## src/rtl/conv_window_mac.sv

```systemverilog
// 5x5 window multiply-accumulate with column masking, normalising shift,
// rectification and 8-bit clamp. Processes one window row per cycle.
module conv_window_mac #(
  parameter int SHIFT = 0
) (
  input  logic         clk,
  input  logic         reset_n,
  input  logic         start,
  input  logic [1:0]   size,
  input  logic [199:0] matrix,
  input  logic [199:0] kernel,
  input  logic         mode,
  output logic         busy,
  output logic         done,
  output logic [7:0]   pixel_out,
  output logic         next_matrix,
  output logic         error
);

  // state   | meaning
  // S_IDLE  | waiting for start
  // S_ACCUM | adding one window row per cycle
  // S_FINAL | shift, rectify, clamp, register pixel_out
  // S_DONE  | done / next_matrix pulse
  localparam logic [1:0] S_IDLE  = 2'd0;
  localparam logic [1:0] S_ACCUM = 2'd1;
  localparam logic [1:0] S_FINAL = 2'd2;
  localparam logic [1:0] S_DONE  = 2'd3;

  logic [1:0]         state;
  logic [39:0]        pix_rows  [5];
  logic [39:0]        coef_rows [5];
  logic [4:0]         col_mask;
  logic [2:0]         last_row;
  logic [2:0]         row_cnt;
  logic               mode_q;
  logic signed [20:0] acc;
  logic signed [19:0] row_sum;
  logic [7:0]         result;

  always_comb begin
    logic [39:0]        pr;
    logic [39:0]        cr;
    logic signed [16:0] pix_s;
    logic signed [16:0] coef_s;
    logic signed [16:0] prod;
    pr      = pix_rows[row_cnt];
    cr      = coef_rows[row_cnt];
    pix_s   = '0;
    coef_s  = '0;
    prod    = '0;
    row_sum = '0;
    for (int c = 0; c < 5; c++) begin
      pix_s = {9'd0, pr[c*8 +: 8]};
      // columns outside the window contribute nothing, whatever upstream sends
      coef_s  = col_mask[c] ? {{9{cr[c*8+7]}}, cr[c*8 +: 8]} : '0;
      prod    = pix_s * coef_s;
      row_sum = row_sum + {{3{prod[16]}}, prod};
    end
  end

  always_comb begin
    logic signed [20:0] s;
    s = acc >>> SHIFT;
    if (s < 21'sd0) begin
      s = mode_q ? -s : '0;
    end
    result = (s > 21'sd255) ? 8'd255 : s[7:0];
  end

  always_ff @(posedge clk or negedge reset_n) begin
    if (!reset_n) begin
      state       <= S_IDLE;
      busy        <= 1'b0;
      done        <= 1'b0;
      next_matrix <= 1'b0;
      error       <= 1'b0;
      pixel_out   <= '0;
      acc         <= '0;
      row_cnt     <= '0;
      col_mask    <= '0;
      last_row    <= '0;
      mode_q      <= 1'b0;
      for (int r = 0; r < 5; r++) begin
        pix_rows[r]  <= '0;
        coef_rows[r] <= '0;
      end
    end else begin
      done        <= 1'b0;
      next_matrix <= 1'b0;
      error       <= 1'b0;
      case (state)
        S_IDLE: begin
          if (start) begin
            if (size == 2'd2) begin
              error <= 1'b1;
            end else begin
              for (int r = 0; r < 5; r++) begin
                pix_rows[r]  <= matrix[r*40 +: 40];
                coef_rows[r] <= kernel[r*40 +: 40];
              end
              case (size)
                2'd0:    begin col_mask <= 5'b00011; last_row <= 3'd1; end
                2'd1:    begin col_mask <= 5'b00111; last_row <= 3'd2; end
                default: begin col_mask <= 5'b11111; last_row <= 3'd4; end
              endcase
              mode_q  <= mode;
              acc     <= '0;
              row_cnt <= '0;
              busy    <= 1'b1;
              state   <= S_ACCUM;
            end
          end
        end
        S_ACCUM: begin
          acc     <= acc + {row_sum[19], row_sum};
          row_cnt <= row_cnt + 3'd1;
          if (row_cnt == last_row) begin
            state <= S_FINAL;
          end
        end
        S_FINAL: begin
          pixel_out   <= result;
          done        <= 1'b1;
          next_matrix <= 1'b1;
          state       <= S_DONE;
        end
        default: begin
          busy  <= 1'b0;
          state <= S_IDLE;
        end
      endcase
    end
  end

endmodule

```

## config.mk

```make
export PLATFORM = sky130hd
export DESIGN_NAME = conv_window_mac
export DESIGN_NICKNAME = d
export VERILOG_FILES = /design/src/rtl/conv_window_mac.sv
export SDC_FILE = /design/constraint.sdc
export NUM_CORES = 2
export LEC_CHECK = 0
export CORE_MARGIN = 2
export CORE_UTILIZATION = 35
export DETAILED_ROUTE_END_ITERATION = 10
export GPL_ROUTABILITY_DRIVEN = 0
export GPL_TIMING_DRIVEN = 0
export PLACE_DENSITY = 0.61
export SKIP_LAST_GASP = 1
export SLEW_MARGIN = 20
export SYNTH_ARGS = -nofsm -noshare
export SYNTH_HDL_FRONTEND = slang
export SYNTH_SLANG_ARGS = --single-unit
```

## constraint.sdc

```tcl
create_clock -name clk -period 15.3 [get_ports clk]
set_clock_uncertainty 0.1 [all_clocks]
set_input_delay 3.06 -clock clk [delete_from_list [all_inputs] [get_ports clk]]
set_output_delay 3.06 -clock clk [all_outputs]
set_load 0.01 [all_outputs]
```

=== Yosys cells after proc, flatten, opt, wreduce, memory -nomap -nowiden ===
Cells that the tools add are included.
Widths: inputs -> output; s select.

* Word-level logic and storage cells: 87
* Output and inout bits: 12
* Register bits after elaboration: 446
* Bits of input ports: 406

* Order comparisons: 3
* Mux-type cells: 33
* Add/sub/neg operators: 7
* Bitwise logic cells: 3
* Reduce and logical (&&, ||, !) cells: 8
* $mul: 5
* Equal/unequal tests: 8

{| class="wikitable"
|+ Operators with widths
! cell !! count
|-
| $bmux 40 s3 || 2
|-
| $mux 40 || 4
|-
| $mul 9x17->17 || 5
|-
| $mux 17 || 5
|-
| $mux 21 || 4
|-
| $pmux 21 s2 || 1
|-
| $add 21x21->21 || 1
|-
| $gt 21x9->1 const B || 1
|-
| $lt 21x1->1 const B || 1
|-
| $neg 21->21 || 1
|-
| $add 19x17->20 || 1
|-
| $add 20x20->20 || 1
|-
| $add 18x17->19 || 1
|-
| $add 17x17->18 || 1
|-
| $pmux 3 s2 || 2
|-
| $reduce_and 3->1 || 4
|-
| $pmux 5 s2 || 1
|-
| $mux 8 || 1
|-
| $mux 1 || 6
|-
| $mux 2 || 3
|-
| $mux 3 || 2
|-
| $ne 2x2->1 const B || 3
|-
| $pmux 2 s3 || 1
|-
| $eq 2x1->1 const B || 2
|-
| other kinds (10) || 13
|}

=== Logic depth before layout (Yosys ltp) ===
* Depth in word-level cells: 12
* Depth in mapped cells: 45
* Depth with buffers taken out: 42

=== Least setup slack after synthesis ===
OpenSTA, ideal clock, no wires.

* Path type: flip-flop to flip-flop
* From: reg row_cnt[0]
* To: reg acc[18]
* Path buffers: 4
* Required time: 15.078 ns
* Clock period less this slack: 9.954 ns
* Path slack: 5.346 ns
* Stages on the path, launching flop included: 43
* Library setup time: 0.122 ns
* Arrival time: 9.733 ns
* Path through: dfrtp_1 -> clkbuf_1 -> buf_1 -> buf_2 -> buf_2 -> mux2i_1 -> o22ai_1 -> nand2_1 -> fa_1 -> inv_1 -> ha_1 -> ha_1 -> inv_1 -> fa_1 -> inv_1 -> ha_1 -> fa_1 -> a21o_1 -> (+7 left out) -> inv_1 -> fa_1 -> inv_1 -> fa_1 -> ha_1 -> nand3_1 -> o21ai_0 -> a31oi_1 -> xnor2_1 -> ha_1 -> nand3_1 -> nor2_1 -> o21ai_0 -> o211ai_1 -> o21ai_0 -> a21boi_0 -> or3_1 -> a32o_1

* Cells in the longest elaborated chain, start to end: 12
* Elaborated cells between the ends (all ways): 23
* Those cells by class: 5 x add/sub; 5 x mul; 12 x mux; 1 x bitwise

{| class="wikitable"
|+ Ends and longest elaborated chain
! item !! line !! source
|-
| start, declared || 35 || <nowiki>logic [2:0] row_cnt;</nowiki>
|-
| start signal, assigned || 117 || <nowiki>row_cnt <= row_cnt + 3'd1;</nowiki>
|-
| $not 3->4 (implied by the code) (*) || 47, 48 ||
|-
| $bmux 40 s3 || 48 || <nowiki>cr = coef_rows[row_cnt];</nowiki>
|-
| $mux 40 (implied by the code) (2 in a row) || 48 ||
|-
| $mux 17 || 56 || <nowiki>coef_s = col_mask[c] ? {{9{cr[c*8+7]}}, cr[c*8 +: 8]} : '0;</nowiki>
|-
| $mul 9x17->17 || 57 || <nowiki>prod = pix_s * coef_s;</nowiki>
|-
| $add 17x17->18 || 58 || <nowiki>row_sum = row_sum + {{3{prod[16]}}, prod};</nowiki>
|-
| $add 18x17->19 || 58 ||
|-
| $add 19x17->20 || 58 ||
|-
| $add 20x20->20 (*) || 58 ||
|-
| $add 21x21->21 (*) || 116 || <nowiki>acc <= acc + {row_sum[19], row_sum};</nowiki>
|-
| $pmux 21 s2 (*) || 92 || <nowiki>case (state)</nowiki>
|-
| end signal, assigned || 116 ||
|-
| end, declared || 37 || <nowiki>logic signed [20:0] acc;</nowiki>
|}

Every way passes the cells marked *; elsewhere a longest branch is shown, timed or not. The select of a mux whose other input is x is not followed.
A chain may end at the register's enable or synchronous reset.

=== Worst setup path after layout ===
* From: reg row_cnt[0]
* To: reg acc[20]

Same word-level chain as after synthesis.

==> results_tabular.tex <==
\begin{tabular}{lr}
\hline
Metric & Value \\
\hline
\multicolumn{2}{l}{\textbf{Outcome}} \\
Result of the run & finished, final reports clean \\
\multicolumn{2}{l}{\textbf{Global route}} \\
Final global-route overflow total & 0 \\
Met1 track utilization from global routing & between 30 and 40\% \\
Wire length of the first global-routing pass & approximately 180 mm \\
Maximum number of pins on one net before global-route repair & between 90 and 100 \\
Global router's overall resource usage & between 20 and 25\% \\
Vias in the first global route & about 31000 \\
Met2 Usage GRT & around two fifths \\
Antenna violations before repair & 13 \\
Met3 track demand over resource & under 10\% \\
Most crowded layer after global routing & met2 \\
\multicolumn{2}{l}{\textbf{Synthesis}} \\
Sequential area share after synthesis & 31.0\% \\
FFs w/ async S/R, synth & 100\% \\
Ys flop type & sky130\_fd\_sc\_hd\_\_dfrtp\_1 \\
Number of instances in the synthesized netlist & 4230 \\
Mean post-synth cell area & between 8 and 9 um\^{}2 \\
Count of unique library cells instantiated by Yosys & between 60 and 70 \\
Leading area contributor after synthesis & sky130\_fd\_sc\_hd\_\_dfrtp\_1 \\
Post-Synthesis Net Count & slightly above 5000 \\
Total of flip-flops plus latches after synthesis & around 440 \\
Number of flops mapped to enable cells by yosys & 0 \\
Largest cells by area after synthesis & sky130\_fd\_sc\_hd\_\_dfrtp\_1 (31\%), sky130\_fd\_sc\_hd\_\_fa\_1 (18\%), sky130\_fd\_sc\_hd\_\_nand2\_1 (15\%), sky130\_fd\_sc\_hd\_\_ha\_1 (7.5\%), sky130\_fd\_sc\_hd\_\_inv\_1 (6.0\%) \\
Area share of the largest cell type after synthesis & 31.0\% \\
Netlist area before placement & roughly 36000 um\^{}2 \\
Yosys synthesis warning count & 0 \\
\multicolumn{2}{l}{\textbf{CTS}} \\
CTS tree & yes \\
Quantity of gates resized following cts & 0 \\
Clk sink count & about 440 \\
Postcts setup bufs & 0 \\
Insertion delay to the later sink of the worst-skew pair & roughly 0.62 ns \\
CTS hold repair buffers & 0 \\
Clock Pin Slew Worst Setup and Hold Paths & $\sim$0.060 ns \\
Max H-tree Level & 2 \\
Inserted Clock Buffers & between 40 and 50 \\
Root cell of the clock tree & sky130\_fd\_sc\_hd\_\_clkbuf\_16 \\
Number of buffers on the longest clock path & 3 \\
\multicolumn{2}{l}{\textbf{Layout}} \\
Layout cell share with drive strength beyond 1 & under 10\% \\
Combined area of the multi-input logic cells & approximately 22000 um\^{}2 \\
Number of nets in the layout & around 5600 \\
Final Non-Filler Cells & around 6100 \\
Storage cell area & around 11000 um\^{}2 \\
Leading cell type in the layout, fill and taps excluded & sky130\_fd\_sc\_hd\_\_nand2\_1 \\
Commonest cells after routing, fill and taps aside & sky130\_fd\_sc\_hd\_\_nand2\_1 (1431), sky130\_fd\_sc\_hd\_\_inv\_1 (574), sky130\_fd\_sc\_hd\_\_dfrtp\_1 (443) \\
Fillcell total & roughly 10000 \\
Area added between synthesis and finish & 21.6\% \\
\multicolumn{2}{l}{\textbf{Die}} \\
Die width & roughly 320 um \\
Number of top-level pins & between 400 and 500 \\
Die boundary height & approximately 320 um \\
Total number of placement rows & 117 \\
Initial core utilization & about a third \\
Core Region & slightly above 100000 um\^{}2 \\
Die area & about 100000 um\^{}2 \\
\multicolumn{2}{l}{\textbf{Timing}} \\
Clock period minus final worst setup slack & between 10 and 15 ns \\
Period utilisation layout & between 80\% and 90\% \\
Relative slew slack & 18.1\% \\
Post-route setup slack & between 2 and 2.5 ns \\
Setup violation total in the final timing report & 0 \\
Slew @ Worst Pin & roughly 1.2 ns \\
Fmax & 75.4 MHz \\
Setup repair after global routing missed its margin & no \\
Post-route setup TNS & 0 ns \\
Pins over their slew limit & 0 \\
Number of hold violations in the final report & 0 \\
\multicolumn{2}{l}{\textbf{Setup path}} \\
Critical Path Slowest Stage Cell & sky130\_fd\_sc\_hd\_\_clkbuf\_1 \\
Crit path max fanout & 10 \\
Worst setup EP type & register \\
Critical path data required time & about 16 ns \\
Startpoint type of the worst setup path & register \\
CP Launch Point & row\_cnt[0]\$\_DFFE\_PN0P\_ \\
Setup CP Type & register to register \\
Dominant cell type by count on the critical path & sky130\_fd\_sc\_hd\_\_fa\_1 \\
Origin of the critical flop-to-flop path & row\_cnt[0]\$\_DFFE\_PN0P\_ \\
CP arrival & between 10 and 15 ns \\
Maximum single-stage delay on the critical path & $\sim$0.87 ns \\
Worst reg-to-reg setup slack & approximately 2.0 ns \\
\multicolumn{2}{l}{\textbf{Hold path}} \\
Type of the most critical hold path & register to register \\
Launch instance of the worst min-delay path & coef\_rows[71]\$\_DFFE\_PN0P\_ \\
\multicolumn{2}{l}{\textbf{Detailed routing}} \\
Average vias per placed instance & 4.95 \\
Antenna violation net count after detailed routing & 0 \\
Starting DRC count in detailed routing & roughly 2300 \\
Remaining design rule violation count & 0 \\
Wire length after detailed routing & roughly 120 mm \\
Iteration count of the initial detailed-routing pass & 6 \\
Via total after detailed routing & approximately 30000 \\
Routed length per instance & about 19 um \\
\multicolumn{2}{l}{\textbf{Run}} \\
MaxCap Viol Count & 0 \\
\multicolumn{2}{l}{\textbf{Placement}} \\
Worst slack at placement & 2.31 ns \\
Number of buffer cells added on primary ports & roughly 420 \\
Instance count after placement with tap cells included & approximately 6000 \\
Placed wire-length estimate & between 90 and 100 mm \\
\hline
\end{tabular}
[metrics by stage]
stage / area [um^2] / hold slack [ns] / utilization (%)
finish: 43500 / 0.370 / 42.8
detailed placement: 41800 / 0.358 / 41.1
global route: 43500 / 0.387 / 42.8
global placement: 41600 / 0.352 / 41.0
CTS: 43400 / 0.373 / 42.8
floorplan: 35700 / 0.340 / -
[routing by layer]
metal,routed length (um),up-vias
met1,50300,15000
li1,-,14100
met4,3300,12
met2,55600,1006
met3,9130,169
met5,83,-
[synthesized netlist by cell type, drive strengths merged, types with 3 or more instances]
cell type,instances
clkbuf,140
o211ai,7
a311oi,3
o31ai,6
nand3,54
xor2,37
and2,24
or4,4
o22a,25
inv,574
a21oi,115
nor3b,3
nor3,13
dfrtp,443
nand4,4
o22ai,19
nand2,1431
a22o,3
or2,16
nand2b,17
o21bai,11
a21o,28
o311ai,3
nor2b,42
o21ai,107
mux2i,83
fa,324
ha,215
or3,10
a31oi,8
buf,16
nor2,260
o21a,11
mux4,40
xnor2,78
o41ai,5
and3,12
a211oi,10
[critical path, delay by kind of cell, from the launching register on]
family | cells | cell delay (ns)
adder cells (fa/ha/maj) | 11 | 4.63
XOR/XNOR | 2 | 0.39
buffers and inverters | 8 | 3.09
AO/OA/AOI/OAI | 10 | 2.57
flip-flops | 1 | 0.54
multiplexers | 1 | 0.43
AND/OR/NAND/NOR | 8 | 1.40
[flip-flops by register name (all words and copies together) (netlist names)]
| signal | cells |
|---|---|
| coef_rows | 200 |
| pix_rows | 200 |
| acc | 21 |
| pixel_out | 8 |
| col_mask | 3 |
| row_cnt | 3 |
| last_row | 2 |
| state | 2 |
| busy | 1 |
| error | 1 |
| mode_q | 1 |
| next_matrix | 1 |
[path summary, 6_finish.rpt]
kind	end	depth (start not counted)
worst max-delay path	acc[20]$_DFFE_PN0P_	40
worst min register to register	coef_rows[71]$_DFFE_PN0P_	2
max in group asynchronous	pix_rows[100]$_DFFE_PN0P_	4
min in group asynchronous	coef_rows[145]$_DFFE_PN0P_	1
worst max register to register	acc[20]$_DFFE_PN0P_	40
worst min-delay path	coef_rows[71]$_DFFE_PN0P_	2
[area by class of cell]
cell class	instances	share of cell area, %
inverters	575	4.97
flip-flops and latches	443	25.5
well taps	1368	3.94
clock inverters	20	0.605
diodes	7	0.0403
clock buffers	68	3.22
multi-input cells	3056	50.4
repair buffers	422	9.93
plain buffers	156	1.40
[cell families (layout without fill, tap and decap cells)]
logic type | Yosys count | count (layout) | share of synthesized area [%]
AOI/OAI and AO/OA | 385 | 385 | 6.77
xor gates and xnor gates | 115 | 115 | 2.82
adders and majority gates | 539 | 539 | 25.7
buffers and inverters | 731 | 1241 | 7.72
DFF | 443 | 443 | 31.0
muxes | 125 | 125 | 4.91
other | 0 | 7 | 0
and+or+nand+nor | 1892 | 1892 | 21.1
Power is not shown: default switching activity piles up to over one toggle a cycle in this logic, so the estimate is an artifact.
